File: config.mk
export PLATFORM = sky130hd
export DESIGN_NAME = dac_tx
export DESIGN_NICKNAME = d
export VERILOG_FILES = /design/src/rtl/dac_tx.sv
export SDC_FILE = /design/constraint.sdc
export NUM_CORES = 1
export LEC_CHECK = 0
export BUFFER_PORTS_ARGS = -buffer_cell sky130_fd_sc_hd__buf_2
export CAP_MARGIN = 20
export CORE_ASPECT_RATIO = 1.4
export CORE_MARGIN = 2
export CORE_UTILIZATION = 35
export DETAILED_ROUTE_END_ITERATION = 8
export MAX_ROUTING_LAYER = met4
export PLACE_DENSITY = 0.66
export SLEW_MARGIN = 40
export SYNTH_ARGS = -nofsm -noshare
export SYNTH_HDL_FRONTEND = slang
export SYNTH_SLANG_ARGS = --single-unit
File: constraint.sdc
create_clock -name clk_Nexys -period 2.1 [get_ports clk_Nexys]
set_input_delay 0.21 -clock clk_Nexys [delete_from_list [all_inputs] [get_ports clk_Nexys]]
set_output_delay 0.21 -clock clk_Nexys [all_outputs]
set_load 0.05 [all_outputs]
File: src/rtl/dac_tx.sv
// Serial transmitter for a 12-bit SPI-style DAC (16-bit frame on SYNC/SCLK/DIN).
// Frames a parallel sample, shifts it out MSB first, and reports busy/done for pacing.
module dac_tx #(
  parameter int         CLK_DIV = 4,
  parameter logic [1:0] PD_MODE = 2'b00
) (
  input  logic        clk_Nexys,
  input  logic        reset,
  input  logic        tx_start,
  input  logic [11:0] data_in,
  output logic        tx_busy,
  output logic        tx_done_tick,
  output logic        DACsync,
  output logic        DACclk,
  output logic        DACdata
);

  typedef enum logic [1:0] {IDLE, SHIFT, GAP} state_t;

  localparam logic [7:0] DIV_LAST = 8'(CLK_DIV - 1);

  state_t      r_state;
  logic [7:0]  r_div;
  logic [3:0]  r_bitCnt;
  logic [14:0] r_shift;

  logic [15:0] w_frame;
  logic        w_divLast;

  assign w_frame   = {2'b00, PD_MODE, data_in};
  assign w_divLast = (r_div == DIV_LAST);

  // r_shift holds only the bits still to be sent; frame[15] goes straight to DACdata.
  always_ff @(posedge clk_Nexys or posedge reset) begin
    if (reset) begin
      r_state      <= IDLE;
      r_div        <= '0;
      r_bitCnt     <= '0;
      r_shift      <= '0;
      tx_busy      <= 1'b0;
      tx_done_tick <= 1'b0;
      DACsync      <= 1'b1;
      DACclk       <= 1'b1;
      DACdata      <= 1'b0;
    end else begin
      tx_done_tick <= 1'b0;
      case (r_state)
        IDLE: begin
          DACsync <= 1'b1;
          DACclk  <= 1'b1;
          if (tx_start) begin
            r_shift  <= w_frame[14:0];
            DACsync  <= 1'b0;
            DACdata  <= w_frame[15];
            r_bitCnt <= 4'd15;
            r_div    <= '0;
            tx_busy  <= 1'b1;
            r_state  <= SHIFT;
          end
        end

        SHIFT: begin
          if (w_divLast) begin
            r_div <= '0;
            if (DACclk) begin
              DACclk <= 1'b0;
            end else if (r_bitCnt != 4'd0) begin
              // Data only moves on the rising edge so it is stable across the next fall.
              DACclk   <= 1'b1;
              DACdata  <= r_shift[14];
              r_shift  <= {r_shift[13:0], 1'b0};
              r_bitCnt <= r_bitCnt - 4'd1;
            end else begin
              DACclk       <= 1'b1;
              DACsync      <= 1'b1;
              DACdata      <= 1'b0;
              tx_done_tick <= 1'b1;
              r_state      <= GAP;
            end
          end else begin
            r_div <= r_div + 8'd1;
          end
        end

        GAP: begin
          if (w_divLast) begin
            r_div   <= '0;
            tx_busy <= 1'b0;
            r_state <= IDLE;
          end else begin
            r_div <= r_div + 8'd1;
          end
        end

        default: r_state <= IDLE;
      endcase
    end
  end

endmodule

==> flow_summary.toml, run 1 <==
[global_routing]
grt_max_degree = 35
grtUsageTotal_pct = 14.8
antenna_found_initial = 0
grt_pass1_vias = 1443
overflow = 0
grt_pass1_wl_um = 6820

[finish]
num-fill-cells = 540
syn_to_final_growth_pct = 15.3
layout-drive-gt1-share_pct = 32.1
final_common_cell = "dfrtp_1"
final_cell_mix = "dfrtp_1, mux2_2, buf_2"
layout.nets = 228
final_cell_area_mm2 = 0.00223
regArea_um2 = 853
multi_input_comb_area_um2 = 970
antenna_cells = 0

[critical_path]
worst_ep_required_time_ps = 2270
critPathLaunchType = "flop"
arrival_ps = 2150
cp_cell_sequence = "inv_1, ha_2, nor3b_1, or3_4, o22a_1, buf_12, mux2_4"
crit_type = "flop to flop"
slowest_delay_ps = 410
worst_setup_path_end_kind = "flop"
path_max_fanout = 19
slowest_stage = "or3_4"

[floorplanning]
num_rows = 32
ios = 20
die_h_um = 92.0
die_area_mm2 = 0.00615
die_x_um = 66.9
initial_core_util_pct = 35.8
coreArea_mm2 = 0.00541

[synthesis]
synth.area.top_cells = "dfrtp_1, mux2_2, ha_1"
synthAdderAreaFrac_pct = 3.23
synth_top_family_by_area = "multiplexers"
muxShareOfSynthArea_pct = 16.0
synth_seq_cells = 34
synth_cell_types = 51
synth_simple_gate_area_share_pct = 15.3
yosysTopAreaCellShare_pct = 41.4
synth_compound_area_share_pct = 14.5
yosysSeqAreaShare_pct = 44.1
synth_fp_nets = 203
synthFlopType = "dfrtp_1"
synth_edf_count = 0
async_reset_ff_share_pct = 100
synth_top_cell_by_area = "dfrtp_1"
ys_warn_count = 0
netlist_area_mm2 = 0.00194
syn_inst = 183
syn_area_per_cell_um2 = 10.6
synth-xor-area-share_pct = 0.905

[pwr]
p_leak_nw = 1.00
irDropWorstVdd_uv = 420
p_per_area_mw_per_mm2 = 927
power_mw = 2.07

[timing]
max_freq_mhz = 506
finClkSkew_ps = 5.39
slew_headroom_pct = 64.7
drv_slew = 0
hold_violations = 0
min_period_ps = 1980
worst_slew_pin_slew_ps = 529
tns_ps = 0
fin_crit_sh_pct = 94.2
rsz0062_at_grt = "no"
setup_ws_ps = 122
setup_viol = 0

[place]
numPortBuffers = 19
pre_cts_ws_ps = 100
place_area_mm2 = 0.00214
gp_congestion = 0.754
post-dp-hpwl_um = 2680

[clocking]
postCtsHoldBufs = 0
cts_root_buffer = "clkbuf_8"
clkTransAtPathRegs_ps = 70
cts_buffer_depth = 2
cts_setup_buffers = 0
cts_resized = 0
cts_sinks = 34
htreeDepth = 2
clkLatencyLatePin_ps = 290
cts_tree = "done"
numCtsBuffers = 5

[run]
cap_violations = 0

[routing]
routed_via_density = 5.18
first_pass_iters = 4
drc = 0
avgRoutedWirePerCell_um = 13.8
antenna_left = 0
vias = 1434
wl_um = 3820
dr.first_iter.drc_count = 83

[status]
status = "complete, no violations"

[min_path]
hp-class = "input port to asynchronous set/reset pin"
[layout make-up]
type | count | area share (%)
clock inverters | 1 | 0.224
repair buffers | 29 | 8.19
multi-input cells | 125 | 43.5
flip-flops and latches | 34 | 38.3
clock buffers | 7 | 3.87
inverters | 13 | 2.19
well taps | 68 | 3.81
[synthesized netlist by cell type, types with 3 or more instances]
cell      count
nand2_1      14
clkbuf_1      4
nor3_1        5
mux2_2       20
nor2_1        5
mux2_4        3
mux2i_1       4
nor2b_1       3
dfrtp_1      32
a22o_1        5
nand3_1       7
nand4_1       3
o21ai_0       6
a21oi_1       7
ha_1          5
inv_1        13
[cells by family (layout without fill, tap and decap cells)]
| kind of cell | count (synthesis) | after routing |
|---|---|---|
| DFF | 34 | 34 |
| buffers and inverters | 24 | 50 |
| AOI/OAI and AO/OA | 39 | 39 |
| and+or+nand+nor | 52 | 52 |
| xor gates and xnor gates | 2 | 2 |
| adders and majority gates | 5 | 5 |
| muxes | 27 | 27 |
[power by group]
part           switching, mW  internal (mW)  total, mW
sequential             0.150          0.793      0.943
combinational          0.301          0.323      0.624
clock                  0.237          0.264      0.501
[registers in the layout (all words and copies together), names as in the netlist]
name / flops
tx_busy: 1
r_state: 2
r_div: 8
DACsync: 1
DACdata: 1
DACclk: 1
tx_done_tick: 1
r_bitCnt: 4
r_shift: 15
[metrics by stage]
step | hold slack (ps) | cells | utilization [%]
global placement | 334 | 269 | 39.5
global route | 49.7 | 277 | 41.3
CTS | 23.4 | 277 | 41.2
detailed placement | 329 | 269 | 39.5
floorplan | 350 | 183 | -
finish | 6.72 | 277 | 41.3
[final timing paths]
path	startpoint	to	slack, ps	depth (start not counted)
setup reg to reg	r_bitCnt[0]	r_shift[7]	120	7
setup / recovery	r_bitCnt[0]	r_shift[7]	120	7
max in group asynchronous	reset	DACsync	1760	3
hold / removal	reset	r_div[1]	7	3
min in group clk_Nexys	data_in[10]	r_shift[10]	280	3
hold reg to reg	r_shift[14]	r_shift[14]	500	1
[metal layers]
layer / up-vias / GRT usage [%] / part of all wire (%)
li1: 713 / - / -
met1: 691 / 17.9 / 44
met2: 22 / 23.3 / 51
met3: 8 / 3.44 / 3.1
met4: 0 / 6.63 / 2.3
met5: - / - / 0
[critical path, delay by kind of cell (launching register included)]
family,cells,cell delay [ps]
compound gates,1,240
fa+ha+maj,1,190
buf+inv,2,240
flops,1,350
mux,1,290
simple gates,2,560
Note: power is estimated with default switching activity, not from simulation.
==> inputs of run 2 (changes only) <==
Settings changed: BUFFER_PORTS_ARGS -buffer_cell sky130_fd_sc_hd__buf_2 to unset, DONT_BUFFER_PORTS set to 1, PLACE_DENSITY 0.66 to 0.63.
==> run 2 against run 1 <==
  * Clock power is 7.2% lower
  * Cell area fell by 3.4%
  * Sequential power grew 3.0%
  * Flip-flop and latch count did not move
  * Combinational power shrank 6.1%
  * Largest cell class unchanged
  * Largest power group unchanged
  * Highest routed layer unchanged
==> flow_summary.toml, run 2 (same netlist as run 1, synthesis figures left out) <==
[finish]
post_layout_nonfiller_instances = 260
final_cell_mix = "dfrtp_1, mux2_2, nand2_1"
layout.nets = 211
largestRegisters = "r_shift x15, r_div x8, r_bitCnt x4"
final_cell_area_mm2 = 0.00215
syn_to_final_growth_pct = 11.3
largest_register = "r_shift"
layout-drive-gt1-share_pct = 25.0
largest_register_ffs = 15
multi_input_comb_area_um2 = 967
final_common_cell = "dfrtp_1"
antenna_cells = 0
regArea_um2 = 853
utilization_pct = 39.9
num-fill-cells = 547

[floorplanning]
num_rows = 32
die_h_um = 92.0
ios = 20
die_x_um = 66.9
initial_core_util_pct = 35.8
coreArea_mm2 = 0.00541
die_area_mm2 = 0.00615

[clocking]
numCtsBuffers = 5
cts_root_buffer = "clkbuf_8"
cts_tree = "done"
cts_setup_buffers = 0
cts_buffer_depth = 2
cts_sinks = 34
htreeDepth = 2
clkLatencyLatePin_ps = 290
clkTransAtPathRegs_ps = 70

[timing]
slew_headroom_pct = 62.7
fin_crit_sh_pct = 96.0
holdWs_ps = 110
setup_viol = 0
hold_violations = 0
tns_ps = 0
rsz0062_at_grt = "no"
worst_slew_pin_slew_ps = 558
max_freq_mhz = 496
min_period_ps = 2020
finClkSkew_ps = 5.56
drv_slew = 0
setup_ws_ps = 84.6

[routing]
dr.first_iter.drc_count = 75
wl_met2_um = 1870
drc = 0
routed_via_density = 5.42
highest-signal-layer = "met4"
avgRoutedWirePerCell_um = 14.6
antenna_left = 0
wl_um = 3800
first_pass_iters = 4
vias = 1410
wl_met3_um = 152
wl_met1_um = 1690

[global_routing]
antenna_found_initial = 0
overflow = 0
grtUsageTotal_pct = 13.9
grt_pass1_vias = 1386
grt_max_degree = 23
grt_pass1_wl_um = 6330

[pwr]
power_mw = 2.02
p_leak_nw = 0.930
irDropWorstVdd_uv = 475
p_per_area_mw_per_mm2 = 939

[critical_path]
worst_ep_required_time_ps = 2280
worst_setup_path_end_kind = "flop"
path_max_fanout = 19
arrival_ps = 2190
critPathLaunchType = "flop"
crit_type = "flop to flop"

[place]
place_area_mm2 = 0.00206
pre_cts_ws_ps = 89.1
dp_cells = 251
gp_congestion = 0.809
numPortBuffers = 0
post-dp-hpwl_um = 2740

[status]
status = "complete, no violations"

[min_path]
hp-class = "input port to flop"

[run]
cap_violations = 0
==> run 2: cell type report <==
class	count	area share, %
clock buffers	6	3.37
clock inverters	2	0.465
inverters	13	2.26
multi-input cells	125	44.9
flip-flops and latches	34	39.6
well taps	68	3.95
repair buffers	12	5.46
==> run 2: worst paths after layout <==
kind,cells past startpoint,slack [ps],startpoint,end
worst max-delay path,7,80,r_bitCnt[0],r_shift[8]
worst min-delay path,2,110,tx_start,r_div[3]
worst max register to register,7,80,r_bitCnt[0],r_shift[8]
worst min register to register,1,500,r_shift[10],r_shift[10]
max in group asynchronous,3,1100,reset,DACclk
min in group asynchronous,2,410,reset,r_div[1]
==> run 2: where the power goes <==
part	switching (mW)	total, mW	internal [mW]	leakage [nW]
clock	0.235	0.465	0.230	0.0450
sequential	0.179	0.971	0.793	0.410
combinational	0.272	0.586	0.314	0.475
==> run 2: per-layer routing <==
layer	vias up	GRT usage (%)
li1	678	-
met1	697	16.5
met2	28	21.9
met3	7	3.56
met4	0	6.29
met5	-	-
==> run 2: repair_timing <==
action / in CTS / in global routing
setup endpoints to repair: 0 / 0
hold buffers: 1 / 0
gates resized for setup: 0 / 0
hold endpoints to repair: 12 / 0
==> run 2: critical path: stages (launching register included) <==
cell and delay [ps]:
dfrtp_1 350, inv_1 70, ha_1 220, nor3b_1 150, or3_4 410, o22a_1 240
buf_12 170, mux2_4 290
==> inputs of run 3 (changes only) <==
Settings changed: ABC_AREA set to 1.
==> run 3 against run 2 <==
  * Synthesized cell count increased by 36%
  * Die area decreased by 3.6%
  * Sequential power up 13%
  * Worst hold slack worse by 30 ps
  * Register-to-register slack gained 210 ps
  * Critical path type unchanged
  * Flip-flop and latch count stayed put
  * Core utilization is 0.45 points lower
  * Sequential share of layout area increased by 2.4 points
  * Setup slack gained 210 ps
  * Non-clock buffer count fell by 5
==> flow_summary.toml, run 3 <==
[status]
status = "complete, no violations"

[pwr]
switchingPower_mw = 1.45
seqPwrFrac_pct = 35.7
internal_power_mw = 1.64
irDropWorstVdd_uv = 605
p_leak_nw = 1.02
p_per_area_mw_per_mm2 = 1520
p_clk_share_pct = 16.4
switching_share_pct = 46.9
pwr-share-comb_pct = 47.9

[finish]
syn_to_final_growth_pct = 9.13
final_common_cell = "nand2_1"
antenna_cells = 0
layout.nets = 274
num-fill-cells = 553
largest_register_ffs = 15
final_cell_area_mm2 = 0.00203
final_cell_mix = "nand2_1, dfrtp_1, nand3_1"
largest_register = "r_shift"
layout-drive-gt1-share_pct = 12.2
largestRegisters = "r_shift x15, r_div x8, r_bitCnt x4"

[place]
gp_congestion = 0.762
pre_cts_ws_ps = 282
numPortBuffers = 0
post-dp-hpwl_um = 2670
place_area_mm2 = 0.00193

[clocking]
clkLatencyLatePin_ps = 280
numCtsBuffers = 5
clkTransAtPathRegs_ps = 70
cts_tree = "done"
cts_buffer_depth = 2
cts_root_buffer = "clkbuf_8"
cts_sinks = 34
htreeDepth = 2
cts_resized = 0

[synthesis]
yosysSeqAreaShare_pct = 45.8
async_reset_ff_share_pct = 100
synth_seq_cells = 34
yosysTopAreaCellShare_pct = 43.0
synthTopCellsByCount = "nand2_1, dfrtp_1, nand3_1"
ys_warn_count = 0
synth.area.top_cells = "dfrtp_1, nand2_1, nand3_1"
syn_area_per_cell_um2 = 7.51
synth_fp_nets = 268
synth_cell_types = 28
synth_edf_count = 0
yosysMostFrequentCell = "nand2_1"
syn_inst = 248
netlist_area_mm2 = 0.00186
synthFlopType = "dfrtp_1"
synth_top_cell_by_area = "dfrtp_1"

[floorplanning]
ios = 20
initial_core_util_pct = 36.1
die_h_um = 90.3
num_rows = 31
die_x_um = 65.7
coreArea_mm2 = 0.00516
die_area_mm2 = 0.00593

[timing]
tns_ps = 0
slew_headroom_pct = 68.1
drv_slew = 0
finClkSkew_ps = 3.65
fin_crit_sh_pct = 86.1
hold_violations = 0
max_freq_mhz = 553
min_period_ps = 1810
setup_viol = 0
worst_slew_pin_slew_ps = 478
setup_ws_ps = 291
rsz0062_at_grt = "no"

[critical_path]
worst_ep_required_time_ps = 2310
r2r_end = "r_shift[12]"
worst_setup_path_end_kind = "flop"
critPathLaunchType = "flop"
r2r_slack_ps = 290
cp_cell_sequence = "inv_1, ha_1, clkinv_1, nand2_1, nand2_4, nand2_4, nand2_1, o21ai_2"
arrival_ps = 2020
worst-path-buf-inv = 2
rr_worst_depth = 8
path_max_fanout = 22
slowest_delay_ps = 400
crit_type = "flop to flop"
r2r-start = "r_state[1]"
slowest_stage = "dfrtp_1"
path_delay_family = "simple AND/OR/NAND/NOR gates"

[global_routing]
grt_pass1_vias = 1546
grt_pass1_wl_um = 6650
grt_max_degree = 35
antenna_found_initial = 0
overflow = 0
grtUsageTotal_pct = 14.5

[routing]
avgRoutedWirePerCell_um = 11.7
wl_um = 3760
antenna_left = 0
vias = 1533
drc = 0
routed_via_density = 4.78
dr.first_iter.drc_count = 69
first_pass_iters = 4

[min_path]
hold_depth = 2
hp-class = "input port to flop"
hold_path_end = "r_shift[0]"
worstHoldStart = "data_in[0]"

[run]
cap_violations = 0
run 3: changes by cell type in the layout (fill, tap and decap cells not counted), sizes merged, moves of 3 or more:
cell   before  now
nand2      14  113
mux2       23    0
nand3       7   25
nor2        5   21
a22o        5    0
buf        11    6
a21oi       7    3
inv        13   17
mux2i       4    0
nor2b       4    0
or3         3    0
run 3: metrics by stage:
stage                     hold WS, ps  utilization (%)  power, mW  cells
final                            80.5             39.4       3.09    321
after global routing             70.1             39.4       3.42    321
after CTS                        74.6             39.4       3.14    321
after detailed placement          239             37.4       2.62    312
after global placement            231             37.4       2.58    312
after floorplan                   350                -       2.35    248
run 3: logic make-up after synthesis:
kind of cell / Yosys count / share of synthesized area (%)
DFF: 34 / 45.8
adders and majority gates: 5 / 3.36
buffers and inverters: 26 / 6.98
xor gates and xnor gates: 2 / 0.940
AOI/OAI and AO/OA: 14 / 5.10
and+or+nand+nor: 167 / 37.8
run 3: power by group through the flow:
stage / registers (mW) / logic (mW) / clock network, mW
3_5_place_dp: 1.12 / 1.50 / 0
6_report: 1.10 / 1.48 / 0.505
4_1_cts: 1.11 / 1.51 / 0.522
2_1_floorplan: 1.10 / 1.25 / 0
3_3_place_gp: 1.11 / 1.47 / 0
5_1_grt: 1.14 / 1.73 / 0.552
run 3: final cells by class:
cell class | instances | area [um2] | share of cell area (%)
clock buffer | 6 | 82.6 | 4.06
multi-input combinational | 188 | 880 | 43.3
clock inverter | 2 | 12.5 | 0.615
sequential | 34 | 853 | 42.0
tap | 66 | 82.6 | 4.06
inverter | 18 | 67.6 | 3.32
timing repair buffer | 7 | 55.1 | 2.71
run 3: layer usage:
metal	up-vias	share of wire, %	global-route usage, %	wire length, um
met5	-	0	-	0
met4	0	1.6	4.86	59
met3	6	3.8	3.74	143
met2	23	50	24.4	1880
met1	713	45	16.5	1670
li1	791	-	-	-
run 3: worst max-delay path by stage:
stage	cells past startpoint	startpoint	slack (ps)	endpoint
5_1_grt	8	r_state[1]	60	r_shift[5]
6_report	8	r_state[1]	290	r_shift[12]
3_3_place_gp	8	r_state[1]	320	r_shift[12]
4_1_cts	8	r_state[1]	260	r_shift[12]
3_5_place_dp	8	r_state[1]	280	r_shift[12]
2_1_floorplan	8	DACclk	590	r_shift[10]
run 3: repair_timing:
item / CTS / global route
setup buffers: 0 / 0
hold endpoints to repair: 32 / 0
hold buffers: 1 / 0
